<file path="config.mk">
export PLATFORM = sky130hd
export DESIGN_NAME = rally_referee
export DESIGN_NICKNAME = d
export VERILOG_FILES = /design/src/rtl/rally_referee_pkg.sv /design/src/rtl/rally_referee_btn_edge.sv /design/src/rtl/rally_referee.sv
export SDC_FILE = /design/constraint.sdc
export NUM_CORES = 1
export LEC_CHECK = 0
export ABC_AREA = 1
export BUFFER_PORTS_ARGS = -buffer_cell sky130_fd_sc_hd__buf_2
export CORE_MARGIN = 3
export CORE_UTILIZATION = 60
export CTS_CLUSTER_DIAMETER = 30
export DETAILED_ROUTE_END_ITERATION = 12
export GPL_TIMING_DRIVEN = 0
export PLACE_DENSITY = 0.81
export RECOVER_POWER = 100
export SLEW_MARGIN = 5
export SYNTH_ARGS = -nofsm -noshare
export SYNTH_HDL_FRONTEND = slang
export SYNTH_SLANG_ARGS = --single-unit
</file>
<file path="constraint.sdc">
create_clock -name clk -period 2.2 [get_ports clk]
set_clock_uncertainty 0.15 [all_clocks]
set_input_delay 0.33 -clock clk [delete_from_list [all_inputs] [get_ports clk]]
set_output_delay 0.33 -clock clk [all_outputs]
set_load 0.03 [all_outputs]
</file>
<file path="src/rtl/rally_referee_pkg.sv">
// Shared state codes and field geometry for the rally referee and ball module.
// Common to both builds; START_DEBOUNCE_EN only affects btn_edge.
package rally_referee_pkg;

  typedef enum logic [1:0] {
    ST_START = 2'd0,
    ST_WAIT  = 2'd1,
    ST_GAME  = 2'd2,
    ST_END   = 2'd3
  } state_e;

  localparam int BALL_W   = 30;
  localparam int BALL_H   = 30;
  localparam int GROUND_Y = 220;
  localparam int NET_X    = 160;
  localparam int NET_W    = 6;

endpackage

</file>
<file path="src/rtl/rally_referee_btn_edge.sv">
// Button synchronizer with rising-edge strobe, reusable for any button.
// Define START_DEBOUNCE_EN to add a stable-level debounce stage.
module btn_edge
  #(parameter int DEBOUNCE_CYCLES = 1_000_000)
  (
    input  logic clk,
    input  logic reset_n,
    input  logic btn,
    output logic evt
  );

  logic s1;
  logic s2;
  logic lvl;
  logic lvl_q;

  always_ff @(posedge clk or negedge reset_n) begin
    if (!reset_n) begin
      s1 <= 1'b0;
      s2 <= 1'b0;
    end else begin
      s1 <= btn;
      s2 <= s1;
    end
  end

`ifdef START_DEBOUNCE_EN
  logic [31:0] cnt;

  // Level only moves after the new value holds a full window.
  always_ff @(posedge clk or negedge reset_n) begin
    if (!reset_n) begin
      cnt <= '0;
      lvl <= 1'b0;
    end else if (s2 == lvl) begin
      cnt <= '0;
    end else if (cnt == 32'(DEBOUNCE_CYCLES - 1)) begin
      cnt <= '0;
      lvl <= s2;
    end else begin
      cnt <= cnt + 32'd1;
    end
  end
`else
  logic unused_deb;
  assign unused_deb = (DEBOUNCE_CYCLES > 0);
  assign lvl = s2;
`endif

  always_ff @(posedge clk or negedge reset_n) begin
    if (!reset_n) lvl_q <= 1'b0;
    else          lvl_q <= lvl;
  end

  assign evt = lvl & ~lvl_q;

endmodule

</file>
<file path="src/rtl/rally_referee.sv">
// Rally referee: floor detection, scoring, serve delay and match end.
// START_DEBOUNCE_EN enables debouncing of start_btn.
module rally_referee
  import rally_referee_pkg::*;
  #(
    parameter int SERVE_DELAY     = 50_000_000,
    parameter int WIN_SCORE       = 15,
    parameter int DEBOUNCE_CYCLES = 1_000_000
  )
  (
    input  logic        clk,
    input  logic        reset_n,
    input  logic        start_btn,
    input  logic [11:0] Ball_X,
    input  logic [11:0] Ball_Y,
    output logic [1:0]  Game_state,
    output logic        who_win,
    output logic [3:0]  player_score,
    output logic [3:0]  npc_score,
    output logic        point_pulse
  );

  localparam logic [3:0] WIN4 = 4'(WIN_SCORE);
  localparam logic [31:0] LAST = 32'(SERVE_DELAY - 1);

  state_e      state_q;
  state_e      state_d;
  logic [31:0] timer_q;
  logic [31:0] timer_d;
  logic        armed_q;
  logic        armed_d;
  logic        who_q;
  logic        who_d;
  logic [3:0]  ps_q;
  logic [3:0]  ps_d;
  logic [3:0]  ns_q;
  logic [3:0]  ns_d;
  logic        pulse_q;
  logic        pulse_d;

  logic        start_evt;
  logic        grounded;
  logic        left_side;
  logic [12:0] bot;
  logic [12:0] ctr;
  logic [3:0]  ps_inc;
  logic [3:0]  ns_inc;

  btn_edge #(
    .DEBOUNCE_CYCLES(DEBOUNCE_CYCLES)
  ) u_start (
    .clk    (clk),
    .reset_n(reset_n),
    .btn    (start_btn),
    .evt    (start_evt)
  );

  assign bot       = {1'b0, Ball_Y} + 13'(BALL_H);
  assign ctr       = {1'b0, Ball_X} + 13'(BALL_W / 2);
  assign grounded  = (bot >= 13'(GROUND_Y));
  assign left_side = (ctr < 13'(NET_X + NET_W / 2));
  assign ps_inc    = ps_q + 4'd1;
  assign ns_inc    = ns_q + 4'd1;

  always_ff @(posedge clk or negedge reset_n) begin
    if (!reset_n) begin
      state_q <= ST_START;
      timer_q <= '0;
      armed_q <= 1'b0;
      who_q   <= 1'b0;
      ps_q    <= '0;
      ns_q    <= '0;
      pulse_q <= 1'b0;
    end else begin
      state_q <= state_d;
      timer_q <= timer_d;
      armed_q <= armed_d;
      who_q   <= who_d;
      ps_q    <= ps_d;
      ns_q    <= ns_d;
      pulse_q <= pulse_d;
    end
  end

  always_comb begin
    state_d = state_q;
    timer_d = timer_q;
    armed_d = armed_q;
    who_d   = who_q;
    ps_d    = ps_q;
    ns_d    = ns_q;
    pulse_d = 1'b0;
    unique case (state_q)
      ST_START: begin
        ps_d = '0;
        ns_d = '0;
        if (start_evt) begin
          state_d = ST_WAIT;
          timer_d = '0;
          who_d   = 1'b0;
        end
      end
      ST_WAIT: begin
        if (timer_q == LAST) begin
          state_d = ST_GAME;
          timer_d = '0;
          armed_d = 1'b0;
        end else begin
          timer_d = timer_q + 32'd1;
        end
      end
      ST_GAME: begin
        // Floor seen before the ball ever left it is the stale reload.
        if (!armed_q) begin
          if (!grounded) armed_d = 1'b1;
        end else if (grounded) begin
          pulse_d = 1'b1;
          timer_d = '0;
          if (left_side) begin
            who_d   = 1'b0;
            ps_d    = ps_inc;
            state_d = (ps_inc == WIN4) ? ST_END : ST_WAIT;
          end else begin
            who_d   = 1'b1;
            ns_d    = ns_inc;
            state_d = (ns_inc == WIN4) ? ST_END : ST_WAIT;
          end
        end
      end
      ST_END: begin
        if (start_evt) begin
          state_d = ST_START;
          ps_d    = '0;
          ns_d    = '0;
        end
      end
    endcase
  end

  assign Game_state   = state_q;
  assign who_win      = who_q;
  assign player_score = ps_q;
  assign npc_score    = ns_q;
  assign point_pulse  = pulse_q;

endmodule

</file>
Word-level counts from Yosys, hierarchy flattened
Index checks and enable logic that the tools add are counted.
- flip-flop bits (word level): 48
- input bits: 27
- output and inout port bits: 12
- bitwise logic cells: 2
- reduce and logical (&&, ||, !) cells: 11
- add/sub/neg operators: 5
- muxes and demuxes: 35
- equal/unequal tests: 13
- magnitude comparators: 2
- operators with widths (operator ; count):
    $mux 32 ; 4
    $pmux 32 s3 ; 1
    $add 32x1->32 const B ; 1
    $eq 32x26->1 const B ; 1
    $mux 4 ; 7
    $pmux 4 s3 ; 2
    $mux 2 ; 8
    $reduce_and 5->1 ; 3
    $ne 2x2->1 const B ; 7
    $add 12x4->13 const B ; 1
    $add 12x5->13 const B ; 1
    $ge 13x8->1 const B ; 1
    $lt 13x8->1 const B ; 1
    $mux 1 ; 10
    $add 4x1->4 const B ; 2
    $eq 4x4->1 const B ; 2
    $pmux 2 s4 ; 1
    $reduce_and 4->1 ; 2
    $reduce_bool 3->1 ; 2
    $eq 2x2->1 const B ; 2
    $pmux 1 s2 ; 2
    $reduce_bool 2->1 ; 2
    $eq 2x1->1 const B ; 1
    $logic_not 2->1 ; 1
    3 further kinds ; 3

Longest topological paths before layout
- word-level depth: 7
- depth in mapped cells: 14
- depth with buffers taken out: 14

By module
From an unflattened synthesis, not the netlist that was laid out.
- cells, all modules: 525
- area total of the unflattened synthesis: 3642.2 µm²
- by module, submodules not included (module ; times used ; area each (µm²) ; seq. area each (µm²) ; cells each):
    rally_referee ; 1 ; 3557.2 ; 1126.1 ; 520
    btn_edge ; 1 ; 85.1 ; 75.1 ; 5

Worst setup path after synthesis
OpenSTA, ideal clock, no wires.
- path kind: reg2reg
- start: reg state_q[0], in the netlist Game_state[0]
- end: reg timer_q[19]
- cell stages (with the launch flop): 13
- setup slack: -0.050 ns
- buffers on the path: 3
- data arrival time: 1.978 ns
- data required time: 1.927 ns
- cells stage by stage: dfrtp_1 -> inv_1 -> ha_1 -> buf_6 -> inv_1 -> nor2_1 -> a21oi_1 -> o21a_1 -> nand2_4 -> buf_12 -> buf_12 -> nand2_1 -> o21ai_1
- cells in the longest elaborated chain, start to end: 3
- elaborated cells between the ends (all ways): 9
- classes of those cells: eq/ne (5); mux (1); reduce/logical (3)
- ends and longest elaborated chain (what ; line ; text):
    start: declaration ; rally_referee.sv:26 ; state_e state_q;
    start signal: assignment ; rally_referee.sv:75 ; state_q <= state_d;
    $eq 2x2->1 (tied with other cells) ; rally_referee.sv:93 ; unique case (state_q)
    $ne 2x2->1 (no line) / $reduce_bool 3->1 (equally long branches) ; -- ;
    $reduce_and 4->1 (no line) ; -- ;
    end signal: assignment ; rally_referee.sv:76 ; timer_q <= timer_d;
    end: declaration ; rally_referee.sv:28 ; logic [31:0] timer_q;
Several ways; a longest one is shown, not always the timed one.
A chain may end at the register's enable or synchronous reset.

Final worst setup path
- start: reg timer_q[0]
- end: reg armed_q
- cells in the longest elaborated chain, start to end: 3
- ends and longest elaborated chain (what ; line ; text):
    $eq 32x26->1 ; rally_referee.sv:104 ; if (timer_q == LAST) begin
    $ne 2x2->1 (no line) ; -- ;
    $reduce_and 2->1 (no line) ; -- ;
    end signal: assignment ; rally_referee.sv:77 ; armed_q <= armed_d;
    end: declaration ; rally_referee.sv:30 ; logic armed_q;
No other way between the ends.

==> out/qor.csv <==
metric;value;unit
run status;completed;
most frequent CP cell;nand2_2;
drt first pass iters;5;
mapped cell area;3580;sq um
CTS sink count;48;
Seq/Total Area, Yosys;33.5;%
critical setup path kind;reg2reg;
Register Area;1200;sq um
total chip power;1.57;mW
Slew HR;17.1;%
Syn Nets;553;
PortBufs;37;
setup TNS;0;ns
startpoint types;register;
number of synthesized flops with an enable pin;0;
NumNets Final;603;
total power per unit cell area;392;nW/um^2
fmax;469;MHz
Post-Layout Cell Count;640;
area growth from synthesis to layout;11.7;%
diode count;0;
Main synth FF type;dfrtp_1;
first-pass GRT wire length;15.1;mm
vias in the first global route;3121;
number of synthesis warnings;0;
Clock transition at path regs;0.10;ns
Setup crit start;timer_q[0]$_DFFE_PN0P_;
final setup vio count;0;
Hold Vio Cnt, Final;0;
Ports;39;
ranking of synthesized cells by area;dfrtp_1, nand2_1, nor2_1, inv_1, nand3_1;
latest clock arrival within the worst-skew pair;0.31;ns
worst setup margin;0.0671;ns
die footprint;6940;sq um
Initial Util;63.5;%
design area;4010;sq um
Die X-Extent;83.3;microns
DRT Wirelength;9.03;mm
DR WL/cell;14.1;microns
Buf/Inv on CP;2;
Final Max Slew Viols;0;
post-DP HPWL;6.83;mm
via count;3455;
Crit path arrival time;2.19;ns
endpoint type of the worst setup path;register;
Placement Cell Area;3860;sq um
end of the critical path;armed_q$_DFFE_PN0P_;
reg2reg end;armed_q$_DFFE_PN0P_;
area leader, netlist;dfrtp_1;
hold crit path type;in2async;
Post-synth ARST share;100;%
H-tree depth;2;
number of library cell types mapped by synthesis;37;
core area;5640;sq um
Max FO, Critical Path;10;
final global-route overflow total;0;
TritonCTS Buffers;5;
CP cell instances;ha_2 > nand2_2 > nor2_4 > inv_2 > nor3_2 > nand2_2 > buf_6 > o31ai_2 > o21ai_1;
initial antenna violation count;0;
Root Buffer;clkbuf_8;
CTS Buffer Depth;2;
count of state elements after synthesis;48;
via/cell ratio;5.40;
pin count of the biggest net entering global routing;49;
most frequent cell after synthesis;nand2_1;
share of layout cells above drive strength 1;17.6;%
Worst EP required;2.25;ns
# rows;27;
Die Ht;83.3;microns
crit-path max cell delay;0.44;ns
most common library cells after synthesis;nand2_1, nor2_1, inv_1;
fill count;510;
Levels on crit path;9;
CTS tree;built;
Gate Count Post-Synth;517;
Least-Margin Pin Slew;1.24;ns
reg2reg start;timer_q[0]$_DFFE_PN0P_;
final worst-path cycle share;96.9;%
Max Cap Violations;0;
Initial DRC Count;313;
DRT antenna net count;0;
Multi-input gate area;2050;sq um
Synth top area share;33.5;%
delay-heaviest family, CP;simple AND/OR/NAND/NOR gates;
Global Route Usage Sum;26.5;%
RePlAce Congestion;0.980;
Placed Instances;626;
hold slack;0.101;ns
DRC;0;
Lkg Pwr;2.03;nW
R2R Setup Slk;0.07;ns
worst vdd ir;389;uV
CP max stage cell;dfrtp_2;
min cycle time layout;2.13;ns
Reg2Reg Depth;9;
Finished Core Util;71.0;%
Place WS;-0.0266;ns
Avg Cell Area, Syn;6.93;sq um
[where the power goes]
part / internal [mW] / switching [mW] / total (mW)
clock network: 0.235 / 0.355 / 0.590
logic: 0.0352 / 0.0590 / 0.0943
registers: 0.884 / 0.000901 / 0.885
[final cells by class]
| class | instances | share of cell area, % |
|---|---|---|
| Clock inverter | 3 | 0.656 |
| Clock buffer | 5 | 1.72 |
| Multi-Input combinational cell | 401 | 51.2 |
| Tap cell | 72 | 2.25 |
| Sequential cell | 48 | 30.1 |
| Timing Repair Buffer | 43 | 5.44 |
| Inverter | 57 | 5.40 |
| Buffer | 11 | 3.28 |
[cells by family after synthesis]
group | count (synthesis) | synth area share [%]
compound gates | 46 | 8.55
xor+xnor | 16 | 3.91
fa+ha+maj | 9 | 3.14
buf+inv | 68 | 9.53
flops | 48 | 33.5
simple gates | 330 | 41.4
[registers in the layout, indices dropped and copies added, names as in the netlist]
signal         count
point_pulse        1
player_score       4
Game_state         2
u_start.lvl        1
timer_q           32
npc_score          4
u_start.s1         1
armed_q            1
who_win            1
u_start.lvl_q      1
[worst min path at each step]
stage,from,end
global route,reset_n,who_win$_DFFE_PN0P_
floorplan,reset_n,Game_state[0]$_DFFE_PN0P_
CTS,reset_n,who_win$_DFFE_PN0P_
finish,reset_n,who_win$_DFFE_PN0P_
global placement,u_start.s1$_DFF_PN0_,u_start.lvl$_DFF_PN0_
detailed placement,u_start.s1$_DFF_PN0_,u_start.lvl$_DFF_PN0_
[metal layers]
metal	track usage [%]	up-vias	share of wire (%)
met5	0	-	0
met4	5.05	0	1.1
met3	3.67	14	6.6
met2	39.6	113	43
met1	40.8	1572	49
li1	-	1756	-
[cells in the final DEF (no fill, tap or decap), types with 15 or more instances in the layout]
| master | instances |
|---|---|
| nor2_1 | 66 |
| xor2_1 | 15 |
| nand4_1 | 23 |
| nand2_1 | 159 |
| nand3_1 | 37 |
| inv_1 | 52 |
| dfrtp_1 | 46 |
| o21ai_2 | 15 |
| o21ai_1 | 16 |
| buf_2 | 24 |
[timing repair]
| action | CTS | global route |
|---|---|---|
| buffers inserted | 0 | 5 |
| endpoints found under the hold margin | 1 | 0 |
| hold buffers | 1 | 0 |
| gates resized for setup | 3 | 3 |
| pin swaps | 0 | 1 |
| setup endpoints to repair | 12 | 31 |
Power figures use the tool's default switching activity.
